## src/rtl/dsp_mac_sequencer.sv

```systemverilog
// dsp_mac_sequencer: sequences a registered DSP multiply-accumulate slice through clear, accumulate and drain.
// Optional ACCUM watchdog enabled by defining DSP_MAC_TIMEOUT_EN.
module dsp_mac_sequencer #(
    parameter int CNT_W   = 8,
    parameter int TIMEOUT = 255
) (
    input  logic             CLK,
    input  logic             RST,
    input  logic             start,
    input  logic [CNT_W-1:0] len,
    input  logic             in_valid,
    output logic             in_ready,
    input  logic [17:0]      A_in,
    input  logic [17:0]      B_in,
    output logic [17:0]      dsp_A,
    output logic [17:0]      dsp_B,
    output logic [7:0]       dsp_OPMODE,
    output logic             dsp_CEA,
    output logic             dsp_CEB,
    output logic             dsp_CEM,
    output logic             dsp_CEP,
    output logic             dsp_RSTP,
    input  logic [47:0]      dsp_P,
    output logic [47:0]      result,
    output logic             result_valid,
    input  logic             result_ready,
    output logic             busy,
    output logic             err
);
    typedef enum logic [2:0] {IDLE, CLEAR, ACCUM, DRAIN, DONE} state_t;

    state_t           state;
    logic [CNT_W-1:0] len_q;
    logic [CNT_W-1:0] cnt;
    logic [1:0]       drain_cnt;
    logic [1:0]       vsr;
    logic             accept;

    if (TIMEOUT < 1) begin : g_bad_timeout
        $error("TIMEOUT must be at least 1");
    end

`ifdef DSP_MAC_TIMEOUT_EN
    localparam int TW = $clog2(TIMEOUT + 1);
    logic [TW-1:0] idle_cnt;
`endif

    assign accept  = in_valid & in_ready;
    assign dsp_A   = A_in;
    assign dsp_B   = B_in;
    assign dsp_CEA = accept;
    assign dsp_CEB = accept;
    // M stage one cycle after the operand registers, P stage one after that
    assign dsp_CEM = vsr[0];
    assign dsp_CEP = vsr[1];

    always_ff @(posedge CLK or posedge RST) begin
        if (RST) begin
            state        <= IDLE;
            len_q        <= '0;
            cnt          <= '0;
            drain_cnt    <= '0;
            vsr          <= '0;
            in_ready     <= 1'b0;
            dsp_OPMODE   <= 8'h00;
            dsp_RSTP     <= 1'b0;
            result       <= '0;
            result_valid <= 1'b0;
            busy         <= 1'b0;
            err          <= 1'b0;
`ifdef DSP_MAC_TIMEOUT_EN
            idle_cnt     <= '0;
`endif
        end else begin
            vsr      <= {vsr[0], accept};
            err      <= 1'b0;
            dsp_RSTP <= 1'b0;
            case (state)
                IDLE: begin
                    if (start) begin
                        if (len == '0) begin
                            err <= 1'b1;
                        end else begin
                            len_q      <= len;
                            cnt        <= '0;
                            state      <= CLEAR;
                            dsp_RSTP   <= 1'b1;
                            dsp_OPMODE <= 8'h09;
                            busy       <= 1'b1;
                        end
                    end
                end
                CLEAR: begin
                    state    <= ACCUM;
                    in_ready <= 1'b1;
`ifdef DSP_MAC_TIMEOUT_EN
                    idle_cnt <= '0;
`endif
                end
                ACCUM: begin
                    if (accept) begin
                        cnt <= cnt + CNT_W'(1);
`ifdef DSP_MAC_TIMEOUT_EN
                        idle_cnt <= '0;
`endif
                        if (cnt + CNT_W'(1) == len_q) begin
                            state     <= DRAIN;
                            in_ready  <= 1'b0;
                            drain_cnt <= '0;
                        end
                    end
`ifdef DSP_MAC_TIMEOUT_EN
                    else if (idle_cnt == TW'(TIMEOUT - 1)) begin
                        state      <= IDLE;
                        in_ready   <= 1'b0;
                        busy       <= 1'b0;
                        dsp_OPMODE <= 8'h00;
                        err        <= 1'b1;
                    end else begin
                        idle_cnt <= idle_cnt + TW'(1);
                    end
`endif
                end
                DRAIN: begin
                    drain_cnt <= drain_cnt + 2'd1;
                    // by the third drain cycle the final product has landed in P
                    if (drain_cnt == 2'd2) begin
                        result       <= dsp_P;
                        result_valid <= 1'b1;
                        dsp_OPMODE   <= 8'h00;
                        state        <= DONE;
                    end
                end
                DONE: begin
                    if (result_ready) begin
                        state        <= IDLE;
                        result_valid <= 1'b0;
                        busy         <= 1'b0;
                    end
                end
                default: state <= IDLE;
            endcase
        end
    end
endmodule

```

## config.mk

```make
export PLATFORM = sky130hd
export DESIGN_NAME = dsp_mac_sequencer
export DESIGN_NICKNAME = d
export VERILOG_FILES = /design/src/rtl/dsp_mac_sequencer.sv
export SDC_FILE = /design/constraint.sdc
export NUM_CORES = 1
export LEC_CHECK = 0
export BUFFER_PORTS_ARGS = -buffer_cell sky130_fd_sc_hd__buf_2
export CAP_MARGIN = 5
export CORE_ASPECT_RATIO = 1.2
export CORE_MARGIN = 2
export CORE_UTILIZATION = 48
export CTS_CLUSTER_DIAMETER = 60
export CTS_CLUSTER_SIZE = 12
export DETAILED_ROUTE_END_ITERATION = 8
export PLACE_DENSITY = 0.83
export SLEW_MARGIN = 20
export SYNTH_ARGS = -nofsm -noshare
export SYNTH_HDL_FRONTEND = slang
export SYNTH_SLANG_ARGS = --single-unit
```

## constraint.sdc

```tcl
create_clock -name CLK -period 3.8 [get_ports CLK]
set_input_delay 0.38 -clock CLK [delete_from_list [all_inputs] [get_ports CLK]]
set_output_delay 0.38 -clock CLK [all_outputs]
set_load 0.005 [all_outputs]
```

After elaboration in Yosys (flattened, before gate mapping) --
Cells that the tools add are included.
Storage, ports and cells: register bits after elaboration 84, input port bits 97
Operators by class: muxes and demuxes 33, $add $sub $neg 2, bitwise operators 2, eq/ne operators 12, reductions and logical operators 17
Operators with widths (count):
- $mux W8 | 6
- $pmux W8 S2 | 2
- $mux W3 | 6
- $pmux W3 S5 | 1
- $mux W1 | 12
- $ne A2 B2 Y1 const B | 6
- $reduce_and A3 Y1 | 4
- $reduce_and A4 Y1 | 3
- $reduce_bool A2 Y1 | 6
- $add A8 B1 Y8 const B | 1
- $eq A8 B8 Y1 | 1
- $logic_not A8 Y1 | 1
- $eq A3 B2 Y1 const B | 2
- $pmux W1 S2 | 3
- $reduce_and A6 Y1 | 1
- $mux W2 | 2
- $pmux W2 S2 | 1
- $eq A3 B1 Y1 const B | 1
- $eq A3 B3 Y1 const B | 1
- $logic_not A3 Y1 | 1
- $add A2 B1 Y2 const B | 1
- $eq A2 B2 Y1 const B | 1
- $reduce_and A2 Y1 | 1
- $and A1 B1 Y1 | 1
- $not A1 Y1 | 1

Depth between registers and ports, before layout --
Gate-level depths: netlist of the first run.
depth after elaboration 5, depth in mapped cells 6, mapped depth without buffers 6

Worst setup path after synthesis of the first run --
OpenSTA, ideal clock, no wires.
path kind register -> register, start point register state[0], end point register len_q[1], period minus slack after synthesis 1.734 ns, arrival time 1.607 ns, stages on the path, launching flop included 6, slack 2.066 ns, setup time 0.127 ns, buffers on the path 2, cell sequence dfrtp_1 buf_6 nor4b_2 a21boi_2 buf_6 mux2_1
On the way: longest elaborated chain between the ends 2
RTL lines:
- from (decl) | RTL line 32 | state_t state;
- from (signal assigned) | RTL line 59 | state <= IDLE;
- from (signal assigned) | RTL line 86 | state <= CLEAR;
- from (signal assigned) | RTL line 94 | state <= ACCUM;
- $logic_not A3 Y1 | RTL line 78 | case (state)
- $reduce_and A3 Y1 (no line)
- to (signal assigned) | RTL line 84 | len_q <= len;
- to (decl) | RTL line 33 | logic [CNT_W-1:0] len_q;
Every way passes these cells. A chain may end at the register's enable or synchronous reset.

Worst setup path after layout of the first run --
start point register state[1], end point register result[29]
On the way: longest elaborated chain between the ends 2
RTL lines:
- $eq A3 B2 Y1 | RTL line 78
- $reduce_and A2 Y1 (no line)
- to (signal assigned) | RTL line 128 | result <= dsp_P;
- to (decl) | RTL line 24 | output logic [47:0] result,
Every way passes these cells.

==> out/results.ini, run 1 <==
[sta]
fin_crit_sh_pct=58.6
rsz0062_at_grt=false
slew_headroom_pct=44.4
tightest_slew_ns=0.828
setup_tns_ns=0
maxSlewViolCount=0
final.setup.worst_slack_ns=1.57
period_needed_ns=2.23
clock_skew_ns=0.00869
fmax_mhz=449
hold_violations=0
setup_violations=0

[floorplan]
row_count=34
die_y_um=98.8
die_w_um=83.0
design.portCount=198
core-area_mm2=0.00727
die_area_mm2=0.00819
initial_utilization_pct=49.4

[worst_hold_path]
hold_path.class=in -> async

[route]
ant_nets=0
viasPerCell=5.07
dr.pass1.iters=4
drt-total-wl_um=6920
vias=2406
drc=0
routedWlPerCell_um=14.6
drt-initial-drc-count=61

[power]
power_mw=3.15
power.leakage_nw=1.96
ir_worst_vdd_v=0.000403
power_density_mw_per_mm2=759

[placement]
place_congestion=0.815
port-buffer-count=119
dp_cells=459
place_ws_ns=1.55
placed_cell_area_mm2=0.00394
hpwl_um=5170

[setup_path]
critPathMaxFanout=28
worstSetupEndpointType=register
worstRegToRegCells=4
cp-start-kind=register
crit_arrival_ns=2.45
critPathRequiredTime_ns=4.02
crit_type=reg -> reg

[logic_synthesis]
avgSynthCellArea_um2=12.1
synth_common_cells=dfrtp_1, mux2_2, buf_4
ys.flop_type=dfrtp_1
yosys-top-cells-area=dfrtp_1, mux2_2, buf_4
ys_ff_latch=77
yosysWarnings=0
yosysMostFrequentCell=dfrtp_1
synth_cell_type_count=43
synth_edf_count=0
netlist_area_mm2=0.00359
synth_top_cell_by_area=dfrtp_1
yosysSeqAreaShare_pct=53.6
syn_inst=298
synth_top_area_share_pct=53.6
synthArstFlopShare_pct=100

[global_routing]
grt_pass1_vias=2375
grt_max_degree=47
overflow=0
grt_pass1_wl_um=11100
grt_usage_pct=16.8
antenna_found_initial=0

[finish]
num_antenna_cells=0
fin_nets=479
fin_cells=475
final_area_mm2=0.00416
fillers=639
layout-drive-gt1-share_pct=50.4
syn_to_final_growth_pct=15.7

[clock_network]
hold_buffers=0
cts_tree=done
cts-htree-levels=3
clk_pin_slew_worst_paths_ns=0.08
clock_sinks=77
cts_buffer_depth=2
clock_latency_ns=0.34
cts_root_buf=clkbuf_8
cts_made_buffers=9
postCtsSetupRepairBufs=0
cts_resized=0

[job]
max_cap_violations=0

[outcome]
outcome=finished, final reports clean

-- report_power, final --
part,leakage [nW],switching (mW),internal (mW),total [mW]
sequential,0.908,0.223,1.18,1.40
combinational,0.957,0.474,0.605,1.08
clock,0.100,0.297,0.373,0.670
total,1.96,0.994,2.16,3.15
-- kinds of logic (layout without fill, tap and decap cells) --
| group | Yosys count | after routing | synth area share [%] |
|---|---|---|---|
| DFF | 77 | 77 | 53.6 |
| buffers and inverters | 62 | 144 | 11.8 |
| muxes | 55 | 55 | 17.2 |
| and+or+nand+nor | 54 | 54 | 7.56 |
| AOI/OAI and AO/OA | 35 | 35 | 6.06 |
| xor gates and xnor gates | 12 | 12 | 2.93 |
| adders and majority gates | 2 | 2 | 0.697 |
| other | 1 | 6 | 0.104 |
-- worst max-delay path, stage by stage (launching register included) --
cell     delay, ns
dfrtp_1       0.48
nor2b_1       0.34
nand3_2       0.50
buf_4         0.45
mux2_2        0.31
-- cells in the final DEF, fill, tap and decap left out, types with 2 or more instances in the layout --
cell type / instances
nand3_2: 2
nor3_1: 3
mux2_1: 4
buf_2: 119
conb_1: 6
a21oi_1: 7
clkbuf_1: 2
xor2_1: 2
or3_1: 2
buf_4: 2
inv_1: 6
nor4_1: 2
nand2_1: 18
clkinvlp_4: 2
and3_1: 2
o21ai_0: 13
mux2_2: 50
nand4_1: 2
bufinv_16: 2
o21ai_1: 3
nor2_1: 13
dfrtp_1: 77
ha_1: 2
clkbuf_8: 9
nand3_1: 4
xnor2_1: 10
-- sequential cells by signal, summed over array words and instances (netlist names), 2 cells and up --
signal	cells
cnt	8
drain_cnt	2
len_q	8
result	48
state	3
vsr	2
-- routing by layer --
layer  part of all wire [%]  vias up  global-route usage, %
li1                       -     1127                      -
met1                     40     1136                   19.8
met2                     50      119                   27.9
met3                    6.8       24                   5.36
met4                    2.8        0                   8.32
met5                      0        -                      0
-- area by class of cell --
type / instances / area [µm²] / share of cell area [%]
flip-flops and latches: 77 / 1930 / 46.4
well taps: 90 / 113 / 2.71
multi-input cells: 164 / 1260 / 30.4
inverters: 7 / 26.3 / 0.632
repair buffers: 121 / 611 / 14.7
clock buffers: 11 / 131 / 3.16
clock inverters: 5 / 83.8 / 2.02
-- per-stage QoR --
stage,hold slack [ns],util (%)
after detailed placement,0.389,54.2
after global routing,0.159,57.1
after CTS,0.133,57.1
after global placement,0.394,54.2
final,0.121,57.1
after floorplan,0.376,-
-- worst paths after layout --
kind                       slack, ns  startpoint         end
max reg2reg                     1.57    state[1]  result[29]
max in group asynchronous       2.64         RST  result[45]
max                             1.57    state[1]  result[29]
min                             0.12         RST  result[18]
min in group CLK                0.26   dsp_P[18]  result[18]
min reg2reg                     0.41      vsr[0]      vsr[1]
(Power assumes the default switching activity.)
==> run 2: changes to the inputs <==
Settings changed: CORE_UTILIZATION 48 to 45, PLACE_DENSITY 0.83 to 0.78.
Clock period 3.8 ns to 2.05 ns, I/O delays scaled along.
==> run 2 against run 1 <==
  * Via count up 2.8%
  * Total power up 88%
  * Utilization down 2.1 points
  * Clock power up 87%
  * Register-to-register slack worse by 1.3 ns
  * Setup slack worse by 1.3 ns
  * Global-route usage up 0.17 points
  * Cell count up 2.1%
  * Sequential power up 85%
  * Die area up 6.4%
  * Non-clock buffer count up 8
  * Worst hold slack worse by 0.047 ns
  * Largest cell class unchanged
==> out/results.ini, run 2 (synthesized netlist as in run 1, its figures left out) <==
[sta]
hold_violations=0
setup_tns_ns=0
slew_headroom_pct=58.8
tightest_slew_ns=0.614
setup_violations=0
rsz0062_at_grt=false
fin_crit_sh_pct=86.6
maxSlewViolCount=0
period_needed_ns=1.77
final.setup.worst_slack_ns=0.275
fmax_mhz=563
clock_skew_ns=0.0125

[route]
dr.pass1.iters=4
viasPerCell=5.10
drt-total-wl_um=7380
ant_nets=0
routedWlPerCell_um=15.2
drt-initial-drc-count=57
drc=0
vias=2474

[finish]
layout-drive-gt1-share_pct=51.1
mostFrequentLayoutCell=buf_2
largest_register_ffs=48
largest-register=result
final_cell_mix=buf_2, dfrtp_1, mux2_2
fillers=684
fin_nets=487
syn_to_final_growth_pct=18.0
reg.largest.list=result: 48 flops, cnt: 8 flops, len_q: 8 flops
final_area_mm2=0.00424
num_antenna_cells=0

[job]
max_cap_violations=0

[placement]
placed_cell_area_mm2=0.00401
port-buffer-count=119
place_ws_ns=0.297
place_congestion=0.837
hpwl_um=5310

[floorplan]
core-area_mm2=0.00771
row_count=35
die_area_mm2=0.00872
die_y_um=102
design.portCount=198
initial_utilization_pct=46.6
die_w_um=85.6

[global_routing]
grt_pass1_vias=2349
overflow=0
grt_pass1_wl_um=11300
grt_max_degree=78
grt_usage_pct=17.0
antenna_found_initial=0

[power]
swShare_pct=31.9
p_switching_mw=1.90
ir_worst_vdd_v=0.000664
power_density_mw_per_mm2=1400
pwr-share-comb_pct=35.3
p_int_mw=4.05
power_frac_seq_pct=43.6
power_mw=5.94
power.leakage_nw=2.01
clkPwrFrac_pct=21.1

[clock_network]
cts_tree=done
clock_sinks=77
cts_made_buffers=9
cts_buffer_depth=2
cts_root_buf=clkbuf_8
cts-htree-levels=3
postCtsSetupRepairBufs=0
clk_pin_slew_worst_paths_ns=0.08
clock_latency_ns=0.35

[setup_path]
critPathMaxFanout=8
worstSetupEndpointType=register
crit_slowest_cell=nor3_1
cp-start-kind=register
critPathRequiredTime_ns=2.32
cp_num_buf_inv=1
cp_top_family=simple AND/OR/NAND/NOR gates
crit_arrival_ns=2.04
crit_chain=nand2b_4, nor3_1, buf_4, and2_1, o21ai_0, o31ai_1
crit_type=reg -> reg
slowest_delay_ns=0.52

[outcome]
outcome=finished, final reports clean

[worst_hold_path]
hold_path.class=in -> reg

-- run 2: per-stage QoR --
stage / hold WS (ns) / utilization, % / cells
after detailed placement: 0.350 / 52.1 / 468
after global placement: 0.349 / 52.1 / 468
after CTS: 0.0645 / 55.0 / 485
final: 0.0740 / 55.0 / 485
after global routing: 0.0590 / 55.0 / 485
after floorplan: 0.312 / - / 303
-- run 2: final timing paths --
| kind | startpoint | endpoint | slack, ns | cells after the start |
|---|---|---|---|---|
| hold / removal | dsp_P[1] | result[1] | 0.07 | 2 |
| setup reg to reg | state[2] | cnt[3] | 0.28 | 6 |
| max in group asynchronous | RST | cnt[1] | 1.20 | 4 |
| min in group asynchronous | RST | result[46] | 0.50 | 4 |
| hold reg to reg | vsr[0] | vsr[1] | 0.40 | 0 |
| setup / recovery | state[2] | cnt[3] | 0.28 | 6 |
-- run 2: power by group through the flow --
stage	Combinational, mW	Clock (mW)	Sequential [mW]
4_1_cts	2.12	1.29	2.60
6_report	2.10	1.25	2.59
3_5_place_dp	2.11	0	2.62
5_1_grt	2.33	1.36	2.68
2_1_floorplan	1.31	0	2.59
3_3_place_gp	2.04	0	2.58
-- run 2: metal layers --
| metal | GRT usage [%] | vias up | routed length (µm) |
|---|---|---|---|
| li1 | - | 1149 | - |
| met1 | 19.6 | 1168 | 2820 |
| met2 | 26.4 | 120 | 3480 |
| met3 | 5.09 | 37 | 639 |
| met4 | 13.6 | 0 | 446 |
| met5 | 0 | - | 0 |
-- run 2: layout make-up --
cell class	instances	area (µm²)	area share (%)
Multi-Input combinational cell	164	1260	29.8
Inverter	7	30.0	0.708
Timing Repair Buffer	129	686	16.2
Clock buffer	11	131	3.10
Clock inverter	5	85.1	2.01
Tap cell	92	115	2.72
Sequential cell	77	1930	45.5
-- run 2: worst register-to-register path: cells and delay by family, from the launching register on --
kind | cells | cell delay [ns]
AOI/OAI and AO/OA | 2 | 0.15
DFF | 1 | 0.47
and+or+nand+nor | 3 | 0.83
buffers and inverters | 1 | 0.24
-- run 2: repair_timing --
action                                 4_1_cts  5_1_grt
endpoints found under the hold margin       77        0
resized for setup                            0        0
hold buffers                                 1        0
==> run 3: changes to the inputs <==
Settings changed: ABC_AREA set to 1, PLACE_DENSITY 0.78 to 0.77.
==> run 3 against run 2 <==
  * Worst hold slack worse by 0.029 ns
  * Wire length up 11%
  * Clock skew down 0.0037 ns
  * Synthesized cell count up 50%
  * Combinational power about the same
  * Utilization down 0.45 points
  * Critical path type unchanged
  * Critical endpoint is now in_ready
  * Largest cell class unchanged
==> out/results.ini, run 3 <==
[clock_network]
clock_sinks=77
cts_tree=done
cts-htree-levels=3
cts_buffer_depth=2
clock_latency_ns=0.35
clk_pin_slew_worst_paths_ns=0.08
cts_made_buffers=9
cts_root_buf=clkbuf_8
postCtsSetupRepairBufs=0

[placement]
place_ws_ns=0.212
port-buffer-count=119
place_congestion=0.874
hpwl_um=6080

[sta]
setup_tns_ns=0
setup_violations=0
fin_crit_sh_pct=89.9
hold_violations=0
clock_skew_ns=0.00881
final.setup.worst_slack_ns=0.206
maxSlewViolCount=0
fmax_mhz=542
period_needed_ns=1.84
rsz0062_at_grt=false
slew_headroom_pct=47.7
tightest_slew_ns=0.784

[worst_hold_path]
hold_path.class=in -> reg
min_path_cells=3

[floorplan]
die_w_um=86.8
row_count=36
design.portCount=198
die_area_mm2=0.00898
core-area_mm2=0.00806
initial_utilization_pct=45.9
die_y_um=103

[power]
ir_worst_vdd_v=0.000678
power.leakage_nw=2.44
power_mw=6.26
power_density_mw_per_mm2=1420

[setup_path]
critPathRequiredTime_ns=2.30
worstRegToRegCells=13
cp-start-kind=register
crit_arrival_ns=2.09
crit_type=reg -> reg
worstSetupEndpointType=register
critPathMaxFanout=6

[logic_synthesis]
synth_edf_count=0
avgSynthCellArea_um2=8.27
netlist_area_mm2=0.00370
yosysSeqAreaShare_pct=52.0
synthArstFlopShare_pct=100
yosysMostFrequentCell=nand2_1
synth_common_cells=nand2_1, dfrtp_1, buf_4
syn_inst=448
yosys-top-cells-area=dfrtp_1, nand2_1, buf_4
ys.flop_type=dfrtp_1
ys_ff_latch=77
yosysWarnings=0
synth_top_area_share_pct=52.0
synth_cell_type_count=30
synth_top_cell_by_area=dfrtp_1

[global_routing]
grt_max_degree=51
overflow=0
antenna_found_initial=0
grt_pass1_vias=2979
grt_usage_pct=18.9
grt_pass1_wl_um=13100

[route]
ant_nets=0
drt-total-wl_um=8210
drc=0
dr.pass1.iters=5
routedWlPerCell_um=13.0
viasPerCell=4.82
drt-initial-drc-count=128
vias=3051

[finish]
fillers=740
largest-register=result
layout-drive-gt1-share_pct=31.0
syn_to_final_growth_pct=18.7
reg.largest.list=result: 48 flops, cnt: 8 flops, len_q: 8 flops
largest_register_ffs=48
final_cell_mix=nand2_1, buf_2, dfrtp_1
fin_nets=632
num_antenna_cells=0
mostFrequentLayoutCell=nand2_1

[outcome]
outcome=finished, final reports clean

[job]
max_cap_violations=0

-- run 3: cell count changes in the layout (fill, tap and decap cells not counted), moves of 5 or more --
cell | before | now
a21oi_1 | 7 | 1
buf_4 | 8 | 2
inv_1 | 6 | 25
inv_2 | 0 | 5
mux2_2 | 50 | 0
nand2_1 | 18 | 208
nand3_1 | 4 | 18
nor2_1 | 13 | 8
nor2_2 | 1 | 6
xnor2_1 | 10 | 1
-- run 3: kinds of logic (layout without fill, tap and decap cells) --
| logic type | after synthesis | in the layout | share of synthesized area [%] |
|---|---|---|---|
| AO/OA/AOI/OAI | 18 | 18 | 2.53 |
| adder cells (fa/ha/maj) | 2 | 2 | 0.675 |
| other | 1 | 6 | 0.101 |
| AND/OR/NAND/NOR | 262 | 262 | 30.5 |
| flip-flops | 77 | 77 | 52.0 |
| XOR/XNOR | 2 | 2 | 0.473 |
| buffers and inverters | 86 | 171 | 13.7 |
-- run 3: report_power, final --
part / internal, mW / switching (mW) / leakage [nW]
registers: 2.20 / 0.433 / 0.931
logic: 0.892 / 1.17 / 1.37
clock network: 1.00 / 0.558 / 0.140
total: 4.10 / 2.16 / 2.44
-- run 3: per-layer routing --
metal	share of wire (%)	GRT usage (%)	wire length, µm	vias to the layer above
met5	0	0	0	-
met4	2.1	9.38	172	0
met3	7.2	6.19	592	15
met2	49	30.9	4020	123
met1	42	22.5	3430	1421
li1	-	-	-	1492
-- run 3: what timing repair did --
item,CTS,global route
hold endpoints to repair,22,0
hold buffers,1,0
setup endpoints to repair,0,1
resized for setup,0,1
-- run 3: per-stage QoR --
step           utilization (%)  instances  cell area (µm²)  hold slack, ns
6_report                  54.5        633             4400          0.0454
5_1_grt                   54.5        633             4400          0.0368
4_1_cts                   54.5        633             4400          0.0278
3_5_place_dp              50.9        616             4110           0.302
3_3_place_gp              50.9        616             4110           0.303
2_1_floorplan                -        453             3730           0.315
-- run 3: final timing paths --
check / start / endpoint / slack [ns]
max: cnt[0] / in_ready / 0.21
min: dsp_P[16] / result[16] / 0.05
max reg2reg: cnt[0] / in_ready / 0.21
min reg2reg: vsr[0] / vsr[1] / 0.38
max in group asynchronous: RST / cnt[0] / 1.07
min in group asynchronous: RST / vsr[1] / 0.45
-- run 3: cell type report --
cell class                 instances  area, µm²  share of cell area, %
clock buffer                      11        151                   3.44
clock inverter                     5        129                   2.93
inverter                          31        120                   2.73
multi-input combinational        290       1290                   29.3
sequential                        77       1930                   43.8
tap                               95        119                   2.70
timing repair buffer             124        661                   15.0
-- run 3: critical path, cell delays in order, from the launching register on --
cell and delay (ns):
dfrtp_2 0.45, ha_1 0.25, nand2_1 0.15, nor2_2 0.06
nand2_1 0.07, nand2_1 0.07, nand2_1 0.06, nand2_1 0.08
nor2_4 0.14, nand4_1 0.14, nand2_1 0.09, nand2_1 0.06
nand2_1 0.06, nand2_1 0.04
